`config.mk`:
```
export PLATFORM = sky130hd
export DESIGN_NAME = dsp_mac_sequencer_flat
export DESIGN_NICKNAME = d
export VERILOG_FILES = /design/src/rtl/dsp_mac_sequencer_if.sv /design/src/rtl/dsp_mac_sequencer.sv /design/src/flat_wrapper.sv
export SDC_FILE = /design/constraint.sdc
export NUM_CORES = 1
export LEC_CHECK = 0
export ABC_CLOCK_PERIOD_IN_PS = 2900
export CORE_ASPECT_RATIO = 1.75
export CORE_MARGIN = 3
export CORE_UTILIZATION = 36
export CTS_BUF_LIST = sky130_fd_sc_hd__clkbuf_4
export CTS_CLUSTER_SIZE = 8
export DETAILED_ROUTE_END_ITERATION = 7
export GPL_TIMING_DRIVEN = 0
export PLACE_DENSITY = 0.82
export SLEW_MARGIN = 25
export SYNTH_ARGS = -nofsm -noshare
export SYNTH_HDL_FRONTEND = slang
export SYNTH_SLANG_ARGS = --single-unit
export TNS_END_PERCENT = 20
```
`constraint.sdc`:
```
create_clock -name CLK -period 2.9 [get_ports CLK]
set_input_delay 0.87 -clock CLK [delete_from_list [all_inputs] [get_ports CLK]]
set_output_delay 0.87 -clock CLK [all_outputs]
set_load 0.02 [all_outputs]
```
`src/rtl/dsp_mac_sequencer_if.sv`:
```
// Host-side handshakes of the MAC sequencer: job descriptor, operand stream and result.
interface dsp_mac_sequencer_if #(
    parameter int DATA_W = 18,
    parameter int ACC_W  = 48,
    parameter int LEN_W  = 10
);
    logic              job_valid;
    logic              job_ready;
    logic [LEN_W-1:0]  job_len;
    logic              abort;
    logic              s_valid;
    logic              s_ready;
    logic [DATA_W-1:0] s_a;
    logic [DATA_W-1:0] s_b;
    logic              s_neg;
    logic              res_valid;
    logic              res_ready;
    logic [ACC_W-1:0]  res_data;

    modport master (
        output job_valid, job_len, abort, s_valid, s_a, s_b, s_neg, res_ready,
        input  job_ready, s_ready, res_valid, res_data
    );

    modport slave (
        input  job_valid, job_len, abort, s_valid, s_a, s_b, s_neg, res_ready,
        output job_ready, s_ready, res_valid, res_data
    );
endinterface

```
`src/rtl/dsp_mac_sequencer.sv`:
```
// Streaming MAC sequencer for one DSP48A1 slice: feeds operand pairs, steers
// OPMODE and clock enables per operand so bubbles never touch P, returns final P.
module dsp_mac_sequencer #(
    parameter int DATA_W   = 18,
    parameter int ACC_W    = 48,
    parameter int LEN_W    = 10,
    parameter int PIPE_LAT = 3
) (
    input  logic               CLK,
    input  logic               RSTA,
    dsp_mac_sequencer_if.slave bus,
    output logic [DATA_W-1:0]  dsp_a,
    output logic [DATA_W-1:0]  dsp_b,
    output logic [7:0]         dsp_opmode,
    output logic               dsp_cea,
    output logic               dsp_ceb,
    output logic               dsp_cem,
    output logic               dsp_cep,
    output logic               dsp_rstp,
    input  logic [ACC_W-1:0]   dsp_p,
    output logic               busy
);
    // state | meaning
    // IDLE  | waiting for a job descriptor
    // RUN   | accepting operand pairs
    // DRAIN | waiting for the last product to reach P
    // DONE  | presenting P as the job result
    typedef enum logic [1:0] {IDLE, RUN, DRAIN, DONE} state_t;

    typedef struct packed {
        logic v;
        logic neg;
        logic first;
    } tag_t;

    localparam int TAG_D = PIPE_LAT - 1;
    localparam int DCW   = $clog2(PIPE_LAT);

    state_t           state;
    tag_t             tags [TAG_D];
    tag_t             push;
    tag_t             out_tag;
    logic [LEN_W-1:0] cnt;
    logic [LEN_W-1:0] len_m1;
    logic [DCW-1:0]   drain_cnt;
    logic             ce;
    logic             zero_len;
    logic             accept;

    // abort wins over a simultaneous handshake, so the pair is dropped
    assign accept = (state == RUN) && bus.s_ready && bus.s_valid && !bus.abort;

    always_comb begin
        push       = '0;
        push.v     = accept;
        push.neg   = accept & bus.s_neg;
        push.first = accept & (cnt == '0);
    end

    assign out_tag    = tags[TAG_D-1];
    assign dsp_a      = bus.s_a;
    assign dsp_b      = bus.s_b;
    assign dsp_cea    = ce;
    assign dsp_ceb    = ce;
    assign dsp_cem    = ce;
    assign dsp_cep    = out_tag.v;
    assign dsp_opmode = out_tag.v ? {out_tag.neg, 3'b000, (out_tag.first ? 2'b00 : 2'b10), 2'b01}
                                  : 8'h00;

    // an empty job's P is only cleared at the end of its first DONE cycle
    assign bus.res_data = zero_len ? '0 : dsp_p;

    always_ff @(posedge CLK or posedge RSTA) begin
        if (RSTA) begin
            state         <= IDLE;
            cnt           <= '0;
            len_m1        <= '0;
            drain_cnt     <= '0;
            for (int i = 0; i < TAG_D; i++) tags[i] <= '0;
            ce            <= 1'b0;
            zero_len      <= 1'b0;
            dsp_rstp      <= 1'b0;
            bus.job_ready <= 1'b1;
            bus.s_ready   <= 1'b0;
            bus.res_valid <= 1'b0;
            busy          <= 1'b0;
        end else if (bus.abort && state != IDLE) begin
            state         <= IDLE;
            cnt           <= '0;
            for (int i = 0; i < TAG_D; i++) tags[i] <= '0;
            ce            <= 1'b0;
            dsp_rstp      <= 1'b0;
            bus.job_ready <= 1'b1;
            bus.s_ready   <= 1'b0;
            bus.res_valid <= 1'b0;
            busy          <= 1'b0;
        end else begin
            tags[0] <= push;
            for (int i = 1; i < TAG_D; i++) tags[i] <= tags[i-1];
            dsp_rstp <= 1'b0;
            unique case (state)
                IDLE: begin
                    if (bus.job_valid) begin
                        cnt           <= '0;
                        len_m1        <= bus.job_len - LEN_W'(1);
                        bus.job_ready <= 1'b0;
                        busy          <= 1'b1;
                        if (bus.job_len == '0) begin
                            state         <= DONE;
                            dsp_rstp      <= 1'b1;
                            zero_len      <= 1'b1;
                            bus.res_valid <= 1'b1;
                        end else begin
                            state       <= RUN;
                            zero_len    <= 1'b0;
                            ce          <= 1'b1;
                            bus.s_ready <= 1'b1;
                        end
                    end
                end
                RUN: begin
                    if (accept) begin
                        cnt <= cnt + LEN_W'(1);
                        if (cnt == len_m1) begin
                            state       <= DRAIN;
                            bus.s_ready <= 1'b0;
                            drain_cnt   <= DCW'(PIPE_LAT - 2);
                        end
                    end
                end
                DRAIN: begin
                    // terminal count lines up with the last tag's P update edge
                    if (drain_cnt == '0) begin
                        state         <= DONE;
                        ce            <= 1'b0;
                        bus.res_valid <= 1'b1;
                    end else begin
                        drain_cnt <= drain_cnt - DCW'(1);
                    end
                end
                DONE: begin
                    if (bus.res_ready) begin
                        state         <= IDLE;
                        bus.res_valid <= 1'b0;
                        bus.job_ready <= 1'b1;
                        busy          <= 1'b0;
                    end
                end
                default: state <= IDLE;
            endcase
        end
    end
endmodule

```
`src/flat_wrapper.sv`:
```
// flat-port wrapper written by rule: the top's interface ports become plain ports
module dsp_mac_sequencer_flat 
#(
    parameter int DATA_W   = 18,
    parameter int ACC_W    = 48,
    parameter int LEN_W    = 10,
    parameter int PIPE_LAT = 3
)
  (CLK, RSTA, dsp_a, dsp_b, dsp_opmode, dsp_cea, dsp_ceb, dsp_cem, dsp_cep, dsp_rstp, dsp_p, busy, bus_job_valid, bus_job_len, bus_abort, bus_s_valid, bus_s_a, bus_s_b, bus_s_neg, bus_res_ready, bus_job_ready, bus_s_ready, bus_res_valid, bus_res_data);
  dsp_mac_sequencer_if #(.DATA_W(DATA_W), .ACC_W(ACC_W), .LEN_W(LEN_W)) bus_i ();
  input  logic CLK;
  input  logic RSTA;
  output logic [DATA_W-1:0] dsp_a;
  output logic [DATA_W-1:0] dsp_b;
  output logic [7:0] dsp_opmode;
  output logic dsp_cea;
  output logic dsp_ceb;
  output logic dsp_cem;
  output logic dsp_cep;
  output logic dsp_rstp;
  input  logic [ACC_W-1:0] dsp_p;
  output logic busy;
  input wire logic [$bits(bus_i.job_valid)-1:0] bus_job_valid;
  input wire logic [$bits(bus_i.job_len)-1:0] bus_job_len;
  input wire logic [$bits(bus_i.abort)-1:0] bus_abort;
  input wire logic [$bits(bus_i.s_valid)-1:0] bus_s_valid;
  input wire logic [$bits(bus_i.s_a)-1:0] bus_s_a;
  input wire logic [$bits(bus_i.s_b)-1:0] bus_s_b;
  input wire logic [$bits(bus_i.s_neg)-1:0] bus_s_neg;
  input wire logic [$bits(bus_i.res_ready)-1:0] bus_res_ready;
  output wire logic [$bits(bus_i.job_ready)-1:0] bus_job_ready;
  output wire logic [$bits(bus_i.s_ready)-1:0] bus_s_ready;
  output wire logic [$bits(bus_i.res_valid)-1:0] bus_res_valid;
  output wire logic [$bits(bus_i.res_data)-1:0] bus_res_data;
  assign bus_i.job_valid = bus_job_valid;
  assign bus_i.job_len = bus_job_len;
  assign bus_i.abort = bus_abort;
  assign bus_i.s_valid = bus_s_valid;
  assign bus_i.s_a = bus_s_a;
  assign bus_i.s_b = bus_s_b;
  assign bus_i.s_neg = bus_s_neg;
  assign bus_i.res_ready = bus_res_ready;
  assign bus_job_ready = bus_i.job_ready;
  assign bus_s_ready = bus_i.s_ready;
  assign bus_res_valid = bus_i.res_valid;
  assign bus_res_data = bus_i.res_data;
  dsp_mac_sequencer #(.DATA_W(DATA_W), .ACC_W(ACC_W), .LEN_W(LEN_W), .PIPE_LAT(PIPE_LAT)) u_core (.CLK(CLK), .RSTA(RSTA), .bus(bus_i), .dsp_a(dsp_a), .dsp_b(dsp_b), .dsp_opmode(dsp_opmode), .dsp_cea(dsp_cea), .dsp_ceb(dsp_ceb), .dsp_cem(dsp_cem), .dsp_cep(dsp_cep), .dsp_rstp(dsp_rstp), .dsp_p(dsp_p), .busy(busy));
endmodule
```
==> impl_metrics.tcl <==
set metrics [dict create \
    status "finished, final reports clean" \
    gr-usage-all-layers_pct 17.8 \
    routabilityCongestion 0.849 \
    syn_avg_cell_area_sq_um 8.60 \
    hold_class "flip-flop to flip-flop" \
    synth_top_family_by_area "simple AND/OR/NAND/NOR gates" \
    finalHoldWorstSlack_ns 0.471 \
    path_clk_slew_ns 0.13 \
    numCtsBuffers 5 \
    ys_seq_area_share_pct 33.5 \
    yosysTopAreaCellShare_pct 32.5 \
    die_area_sq_um 8830 \
    crit_path_cell_trace "clkdlybuf4s50_1 > nand4b_1 > nor4_2 > nand3_1 > a31oi_2 > mux2_2" \
    period_needed_ns 2.86 \
    synth-seq-cells 37 \
    synthFlopType "dfrtp_1" \
    synth_compound_area_share_pct 8.85 \
    cts-root-buf "clkbuf_4" \
    area_delta_synth_final_pct 63.6 \
    insertedDiodeCount 0 \
    drive_above_1_share_pct 14.4 \
    grt-ovfl-total 0 \
    yosysTopAreaCell "dfrtp_1" \
    ios 202 \
    antenna_left 0 \
    synth-simple-area-share_pct 28.0 \
    first_global_vias 2852 \
    grt_pass1_wl_mm 12.6 \
    final_cell_count_no_fill 580 \
    critPathRequiredTime_ns 3.15 \
    yosys_warnings 0 \
    clockBufferDepth 2 \
    endpoint_kind "flip-flop" \
    crit_fanout 8 \
    period_share_pct 98.6 \
    dieHeight_microns 122 \
    portBuffers 160 \
    wire_per_inst_microns 14.1 \
    yosys-top-cells-area "dfrtp_1, buf_4, nor2b_1, xor2_1, ha_1" \
    via_count 2809 \
    vias_per_cell 4.84 \
    tightest_slew_ns 0.752 \
    h-tree-depth 2 \
    drt_iter0_drc 138 \
    finalWirelength_mm 8.19 \
    dp_cells 572 \
    slew_violations 0 \
    initial_utilization_pct 37.8 \
    rows 41 \
    fin_setup_tns_ns 0 \
    core_sq_um 7340 \
    synth_edf_count 0 \
    die_x_microns 72.3 \
    syn_area_sq_um 2770 \
    fin_skew_ns 0.0291 \
    drc 0 \
    power_mw 2.48 \
    post_cts_buffers 0 \
    relSlewSlack_pct 49.8 \
    muxShareOfSynthArea_pct 2.80 \
    cts_hold_buf 0 \
    synth_fa_ha_area_share_pct 3.61 \
    cp-start-kind "primary input" \
    clk_latency_ns 0.35 \
    irDropWorstVdd_v 0.000238 \
    final_nets 602 \
    syn_inst 322 \
    setup_violations 0 \
    path_class "primary input to flip-flop" \
    grt_max_degree 38 \
    synth.distinct_cells 51 \
    cts_tree "done" \
    fillers 677 \
    power_density_nw_per_um2 547 \
    antenna_found_initial 0 \
    critical_path.slowest_cell "clkdlybuf4s50_1" \
    hpwl_mm 6.89 \
    synthArstFlopShare_pct 100 \
    synth_xor_area_share_pct 6.96 \
    cp.arrival_ns 3.11 \
    hold_viol 0 \
    fmaxAchievable_mhz 350 \
    reg2reg_setup_slack_ns 0.30 \
    drv_cap 0 \
    slowest_delay_ns 0.54 \
    power_leakage_nw 2.09 \
    cts_sinks 37 \
    firstDrtPassIters 4 \
]
[Yosys cell counts, types with 4 or more instances]
cell and number:
inv_1 14, nor2b_1 52, mux2i_1 4, nor4_1 10, ha_1 8, xor2_1 12, nor2_1 16, nand2_1 26
a21oi_1 6, buf_4 45, and2_1 5, dfrtp_1 36, nor3_1 7, clkbuf_1 9, o21ai_0 15, xnor2_1 10
nand3_1 6
[layout make-up]
cell class                 instances  area (sq um)  share of cell area [%]
buffer                            56           398                    8.78
clock buffer                       6          45.0                   0.994
clock inverter                     2          35.0                   0.773
inverter                          14          52.6                    1.16
multi-input combinational        219          1420                    31.4
sequential                        37           927                    20.5
tap                               86           108                    2.38
timing repair buffer             160          1540                    34.0
[worst paths after layout]
check / start / cells after the start / endpoint
max in group asynchronous: RSTA / 2 / u_core.zero_len
min in group asynchronous: RSTA / 2 / u_core.cnt[2]
setup reg to reg: u_core.state[1] / 8 / u_core.state[1]
hold reg to reg: u_core.tags[5] / 1 / u_core.dsp_cep
hold / removal: u_core.tags[5] / 1 / u_core.dsp_cep
setup / recovery: bus_abort / 6 / u_core.state[1]
[worst max-delay path: cells and delay by family]
| kind | cells | cell delay, ns |
|---|---|---|
| multiplexers | 1 | 0.37 |
| AND/OR/NAND/NOR | 3 | 1.02 |
| AO/OA/AOI/OAI | 1 | 0.31 |
| buffers and inverters | 1 | 0.54 |
[cell families (layout without fill, tap and decap cells)]
logic type	Yosys count	count (layout)
AOI/OAI and AO/OA	39	39
and+or+nand+nor	138	138
DFF	37	37
adders and majority gates	8	8
other	1	5
muxes	7	7
xor gates and xnor gates	22	22
buffers and inverters	70	238
[per-stage QoR]
step | cell area [sq um] | setup slack (ns) | utilization [%]
3_3_place_gp | 4490 | -0.319 | 61.3
3_5_place_dp | 4490 | -0.368 | 61.3
2_1_floorplan | 2790 | 0.314 | -
4_1_cts | 4520 | 0.0175 | 61.6
5_1_grt | 4530 | -0.0106 | 61.8
6_report | 4530 | 0.0402 | 61.8
[cells in the final DEF, fill, tap and decap left out, types with 2 or more instances in the layout]
cell type,instances
clkdlybuf4s50_1,112
nor2b_1,52
dlygate4sd2_1,48
buf_4,45
dfrtp_1,36
nand2_1,26
nor2_1,16
o21ai_0,15
inv_1,13
xor2_1,12
xnor2_1,10
nor4_1,9
clkbuf_1,8
nor3_1,7
ha_1,7
a21oi_1,6
nand3_1,6
clkbuf_4,6
and2_1,5
conb_1,5
mux2i_1,4
or3_1,3
nand2b_1,2
a31oi_1,2
mux2_2,2
a21o_1,2
[timing repair]
item                                    in CTS  in global routing
resized for setup                           49                  3
pin swaps                                    0                  1
endpoints found under the setup margin      48                  2
[report_power, final]
| group | switching, mW | total (mW) | internal (mW) |
|---|---|---|---|
| logic | 0.688 | 1.32 | 0.634 |
| registers | 0.120 | 0.790 | 0.670 |
| clock network | 0.177 | 0.368 | 0.190 |
| total | 0.985 | 2.48 | 1.49 |
[flip-flops by register name (all words and copies together), names as in the netlist, 2 cells and up]
signal            flops
u_core.cnt           10
u_core.len_m1        10
u_core.tags           3
u_core.drain_cnt      2
u_core.out_tag        2
u_core.state          2
[layer usage]
metal / part of all wire [%] / global-route usage, % / vias up
met2: 56 / 35.0 / 166
li1: - / - / 1362
met4: 3.1 / 6.71 / 0
met1: 32 / 16.8 / 1259
met5: 0 / 0 / -
met3: 8.8 / 4.46 / 22
No activity file was read; power rests on OpenSTA's default activity.
